$ cat src/rtl/pc_sequencer.sv
// ============================================================================
// Module   : pc_sequencer
// Purpose  : Fetch controller. Produces the next PC every cycle, runs the
//            req/ack handshake with instruction memory, arbitrates redirects
//            (trap > jump > branch) against hazard stalls, and delivers
//            fetched words to decode through a registered stage with a
//            one-entry skid buffer.
// Ports    : clk, rst (async, active-low)
//            pc_cur / new_PC            - PC register value in / next PC out
//            stall, trap, jump, branch  - hazard hold and redirect requests
//            imem_req/addr/ack/rdata    - instruction memory handshake
//            fetch_valid/pc/instr       - registered fetch stage to decode
// Revision : 1.0 - initial release
// ============================================================================
`default_nettype none

module pc_sequencer #(
  parameter logic [31:0] RESET_VECTOR = 32'h0000_0000,
  parameter logic [31:0] TRAP_VECTOR  = 32'h0000_0100
) (
  input  logic        clk,
  input  logic        rst,
  input  logic [31:0] pc_cur,
  output logic [31:0] new_PC,
  input  logic        stall,
  input  logic        trap,
  input  logic        jump,
  input  logic [31:0] jump_target,
  input  logic        branch_taken,
  input  logic [31:0] branch_target,
  output logic        imem_req,
  output logic [31:0] imem_addr,
  input  logic        imem_ack,
  input  logic [31:0] imem_rdata,
  output logic        fetch_valid,
  output logic [31:0] fetch_pc,
  output logic [31:0] fetch_instr
);

  localparam logic [1:0] S_BOOT   = 2'd0;
  localparam logic [1:0] S_FETCH  = 2'd1;
  localparam logic [1:0] S_HOLD   = 2'd2;
  localparam logic [1:0] S_SQUASH = 2'd3;

  logic [1:0]  r_state;
  logic [31:0] r_skid_pc;
  logic [31:0] r_skid_instr;
  logic [31:0] r_redir_pc;
  logic        r_fetch_valid;
  logic [31:0] r_fetch_pc;
  logic [31:0] r_fetch_instr;

  logic        w_redirect;
  logic [31:0] w_target;
  logic [31:0] w_pc_seq;
  logic [1:0]  w_state_nxt;
  logic [31:0] w_new_pc;
  logic        w_req;
  logic        w_fetch_load;
  logic        w_fetch_bubble;
  logic        w_fetch_kill;
  logic [31:0] w_fetch_pc_d;
  logic [31:0] w_fetch_instr_d;
  logic        w_skid_load;
  logic        w_redir_load;

  assign w_redirect = trap | jump | branch_taken;
  assign w_target   = trap ? TRAP_VECTOR : (jump ? jump_target : branch_target);
  assign w_pc_seq   = pc_cur + 32'd4;   // natural 32-bit wrap

  // Redirects invalidate whatever decode holds; BOOT ignores redirects.
  assign w_fetch_kill = w_redirect && (r_state != S_BOOT);

  always_comb begin
    w_state_nxt     = r_state;
    w_new_pc        = pc_cur;
    w_req           = 1'b0;
    w_fetch_load    = 1'b0;
    w_fetch_bubble  = 1'b0;
    w_fetch_pc_d    = pc_cur;
    w_fetch_instr_d = imem_rdata;
    w_skid_load     = 1'b0;
    w_redir_load    = 1'b0;
    case (r_state)
      S_BOOT: begin
        w_new_pc    = RESET_VECTOR;
        w_state_nxt = S_FETCH;
      end
      S_FETCH: begin
        w_req = 1'b1;
        if (imem_ack) begin
          if (w_redirect) begin
            w_new_pc = w_target;              // returned word is dropped
          end else begin
            w_new_pc = w_pc_seq;
            if (stall) begin
              w_skid_load = 1'b1;
              w_state_nxt = S_HOLD;
            end else begin
              w_fetch_load = 1'b1;
            end
          end
        end else if (w_redirect) begin
          // Request is in flight at pc_cur; park the target until it returns.
          w_redir_load = 1'b1;
          w_state_nxt  = S_SQUASH;
        end else if (!stall) begin
          w_fetch_bubble = 1'b1;
        end
      end
      S_HOLD: begin
        if (w_redirect) begin
          w_new_pc    = w_target;             // skid contents abandoned
          w_state_nxt = S_FETCH;
        end else if (!stall) begin
          w_fetch_load    = 1'b1;
          w_fetch_pc_d    = r_skid_pc;
          w_fetch_instr_d = r_skid_instr;
          w_state_nxt     = S_FETCH;
        end
      end
      S_SQUASH: begin
        w_req          = 1'b1;
        w_fetch_bubble = !stall;
        if (imem_ack) begin
          w_new_pc    = w_redirect ? w_target : r_redir_pc;
          w_state_nxt = S_FETCH;
        end else if (w_redirect) begin
          w_redir_load = 1'b1;                // latest redirect wins
        end
      end
      default: begin
        w_new_pc    = RESET_VECTOR;
        w_state_nxt = S_BOOT;
      end
    endcase
  end

  always_ff @(posedge clk or negedge rst) begin
    if (!rst) begin
      r_state       <= S_BOOT;
      r_skid_pc     <= 32'd0;
      r_skid_instr  <= 32'd0;
      r_redir_pc    <= 32'd0;
      r_fetch_valid <= 1'b0;
      r_fetch_pc    <= 32'd0;
      r_fetch_instr <= 32'd0;
    end else begin
      r_state <= w_state_nxt;
      if (w_skid_load) begin
        r_skid_pc    <= pc_cur;
        r_skid_instr <= imem_rdata;
      end
      if (w_redir_load) begin
        r_redir_pc <= w_target;
      end
      if (w_fetch_kill) begin
        r_fetch_valid <= 1'b0;
      end else if (w_fetch_load) begin
        r_fetch_valid <= 1'b1;
        r_fetch_pc    <= w_fetch_pc_d;
        r_fetch_instr <= w_fetch_instr_d;
      end else if (w_fetch_bubble) begin
        r_fetch_valid <= 1'b0;
      end
    end
  end

  // State resets asynchronously, so these drop/redirect the moment rst asserts.
  assign new_PC      = w_new_pc;
  assign imem_req    = w_req;
  assign imem_addr   = pc_cur;
  assign fetch_valid = r_fetch_valid;
  assign fetch_pc    = r_fetch_pc;
  assign fetch_instr = r_fetch_instr;

endmodule

`default_nettype wire

$ cat config.mk
export PLATFORM = sky130hd
export DESIGN_NAME = pc_sequencer
export DESIGN_NICKNAME = d
export VERILOG_FILES = /design/src/rtl/pc_sequencer.sv
export SDC_FILE = /design/constraint.sdc
export NUM_CORES = 1
export LEC_CHECK = 0
export CAP_MARGIN = 20
export CORE_UTILIZATION = 45
export CTS_BUF_LIST = sky130_fd_sc_hd__clkbuf_4
export CTS_CLUSTER_SIZE = 8
export DETAILED_ROUTE_END_ITERATION = 16
export PLACE_DENSITY = 0.75
export SLEW_MARGIN = 30
export SYNTH_ARGS = -nofsm -noshare
export SYNTH_HDL_FRONTEND = slang
export SYNTH_SLANG_ARGS = --single-unit
$ cat constraint.sdc
create_clock -name clk -period 3.6 [get_ports clk]
set_input_delay 0.36 -clock clk [delete_from_list [all_inputs] [get_ports clk]]
set_output_delay 0.36 -clock clk [all_outputs]
set_load 0.02 [all_outputs]
==> out/qor.txt <==
vias per cell = 5.847
routability cong. = 0.9595
Yosys top cell by area = dfrtp_1
WL final = 30.75 mm
# fillers = 1,810
RSZ-0062 raised after global routing = false
Gate power share = 51.2%
clock tree buffer depth = 2
Primary FF master, synth = dfrtp_1
CP startpoint = pc_cur[15]
synth cell count leaders = dfrtp_1 (163), nor2_1 (116), mux2i_1 (94), a21oi_1 (91)
clk root buf = clkbuf_4
Starting Density = 46.48%
worst slack, placed = 0.1350 ns
setup tns final = 0 ns
Leak Pwr = 5.536 nW
Clk pwr share = 13.7%
worst skew pair latency = 0.56 ns
CP Data Arrival Time = 3.12 ns
final hold violations = 0
global route total overflow = 0
Synth Warn # = 0
post-synthesis sequential area ratio = 41.09%
# IOs = 265
CP startpoint kind = primary input
top post-synthesis cells by area = dfrtp_1 (41%), mux2i_1 (9.5%), mux2_2 (8.1%)
worst hold start = jump
Post-Syn Area = 9926 um2
Worst path max stage delay = 0.63 ns
maxcap violations = 0
Mapped Cells = 1,064
crit-path cells = clkdlybuf4s50_1, nand3_1, or4_4, nor4_2, mux2_1, a31oi_1, clkdlybuf4s50_1
wire length per cell = 19.34 um
Post-DP Area = 12,950 um2
site row count = 53
CP dominant cell by count = clkdlybuf4s50_1
Initial DRC Count = 741
clock tree from TritonCTS = yes
Power Internal = 5.379 mW
Reg2Reg Launch Point = r_state[0]$_DFFE_PN0P_
crit end category = primary output
port bufs = 264
syn avg cell area = 9.329 um2
clock-pin slew on the worst setup and hold paths = 0.15 ns
largest net degree at the start of global routing = 130
Nets = 1,440
vias = 9,297
die area = 22,650 um2
number of detailed-routing iterations run before antenna repair = 8
top-count cell post-synth = dfrtp_1
global-route wire length before repair = 47.57 mm
CTS sink cnt = 163
core area = 21,350 um2
Post-Layout Inst Area = 13,360 um2
Slew Viols, Final = 0
Detail Placement HPWL = 22.40 mm
residual DRC count = 0
Seq pwr share = 35.1%
worst vdd ir = 0.3095 mV
share of cells above drive strength 1 = 15.92%
worst slew pin tran = 0.7183 ns
post-synth top area share = 41.09%
Critical Path Fanout Max = 10
Sw Share = 40.11%
final setup fails = 0
Setup Crit Path Kind = primary input to primary output
status = finished, final reports clean
cts bufs inserted = 17
number of routed nets with antenna violations = 0
gr usage total = 27.36%
post-synth cell types = 69
worst path required time = 3.24 ns
number of global-route vias before repair = 8,775
min cycle time layout = 3.483 ns
H-tree levels = 4
Die H = 150.5 um
number of synthesized flops with an enable pin = 0
Area growth syn-to-layout = 34.60%
Worst Slack Setup Final = 0.1167 ns
maximum operating frequency = 287.1 MHz
PwrDens = 672.3 nW/um2
asr flop ratio synth = 100.0%
slew margin rel. = 52.12%
die width = 150.5 um
total setup buffers inserted after CTS = 0
Yosys reg bits = 163
HP Class = primary input to flop
period utilization = 96.76%
slowest CP cell = or4_4
sw power = 3.603 mW
skew final = 0.02073 ns
initial antenna violation count = 2
Synth Net Count = 1,204
## critical path, delay by kind of cell
family | cells | cell delay, ns
AOI/OAI and AO/OA | 1 | 0.16
and+or+nand+nor | 3 | 1.04
muxes | 1 | 0.35
buffers and inverters | 2 | 1.20
## per-layer routing
layer  GRT usage [%]  routed length (um)  vias up
li1                -                   -     4334
met1           38.36               13480     4419
met2           41.82               13620      487
met3           5.848                2839       57
met4           8.990                 817        0
met5               0                   0        -
## registers in the layout (all words and copies together) (netlist names)
signal,flops
r_skid_instr,32
r_skid_pc,32
fetch_instr,32
fetch_pc,32
r_state,2
fetch_valid,1
r_redir_pc,32
## what timing repair did
item                                    in CTS  in global routing
endpoints found under the hold margin       72                  0
pin swaps                                    0                  0
resized for setup                            6                 14
endpoints found under the setup margin      12                 18
hold buffers                                 1                  0
## cell usage in the layout, fill, tap and decap left out, drive strengths merged, types with 6 or more instances in the layout
| master | instances |
|---|---|
| inv | 23 |
| dfrtp | 163 |
| a31oi | 7 |
| nor4 | 12 |
| nand2b | 8 |
| nor3 | 18 |
| o22ai | 17 |
| o31ai | 25 |
| mux2 | 72 |
| o21ai | 57 |
| and2 | 6 |
| nand2 | 71 |
| o32ai | 6 |
| buf | 78 |
| a22oi | 23 |
| nor2 | 116 |
| clkbuf | 18 |
| xor2 | 7 |
| clkdlybuf4s50 | 256 |
| mux2i | 94 |
| nand4 | 11 |
| o211ai | 12 |
| a221oi | 10 |
| nor2b | 12 |
| a21oi | 91 |
| nand3 | 16 |
## kinds of logic after synthesis
group / Yosys count / share of synthesized area (%)
AO/OA/AOI/OAI: 293 / 18.97
XOR/XNOR: 10 / 0.8825
adder cells (fa/ha/maj): 5 / 0.6303
buffers and inverters: 140 / 7.210
flip-flops: 163 / 41.09
multiplexers: 166 / 17.65
AND/OR/NAND/NOR: 287 / 13.56
## cell type report
class,instances,area (um2),share of cell area (%)
clock inverters,14,188.9,1.414
flip-flops and latches,163,4079,30.53
multi-input cells,761,5214,39.02
repair buffers,341,3334,24.96
diodes,2,5.005,0.03746
clock buffers,18,135.1,1.011
inverters,16,60.06,0.4495
well taps,275,344.1,2.575
## power by group through the flow
stage / sequential [mW] / clock, mW / combinational (mW)
after CTS: 3.15 / 1.27 / 4.56
final: 3.15 / 1.23 / 4.60
after global placement: 3.14 / 0 / 4.48
after detailed placement: 3.19 / 0 / 4.54
after global routing: 3.26 / 1.34 / 4.93
after floorplan: 3.52 / 0 / 2.16
## per-stage QoR
stage          total power, mW  util (%)  hold WS [ns]  std cells
3_3_place_gp             7.618     60.67        0.4321       1555
6_report                 8.982     62.57        0.2739       1590
5_1_grt                  9.528     62.56        0.2372       1589
3_5_place_dp             7.730     60.67        0.4346       1555
2_1_floorplan            5.676         -       0.06441       1064
4_1_cts                  8.975     62.31        0.2223       1588
## final timing paths
check                                               to  slack [ns]  cells after the start
max                                         new_PC[25]        0.12                      7
min                         r_redir_pc[23]$_DFFE_PN0P_        0.27                      3
max reg2reg                    fetch_pc[5]$_DFFE_PN0P_        0.97                      8
min reg2reg                  r_skid_pc[23]$_DFFE_PN0P_        0.49                      2
max in group asynchronous    r_skid_pc[17]$_DFFE_PN0P_        2.28                      3
min in group asynchronous  fetch_instr[26]$_DFFE_PN0P_        0.37                      2
Power figures use the tool's default switching activity.
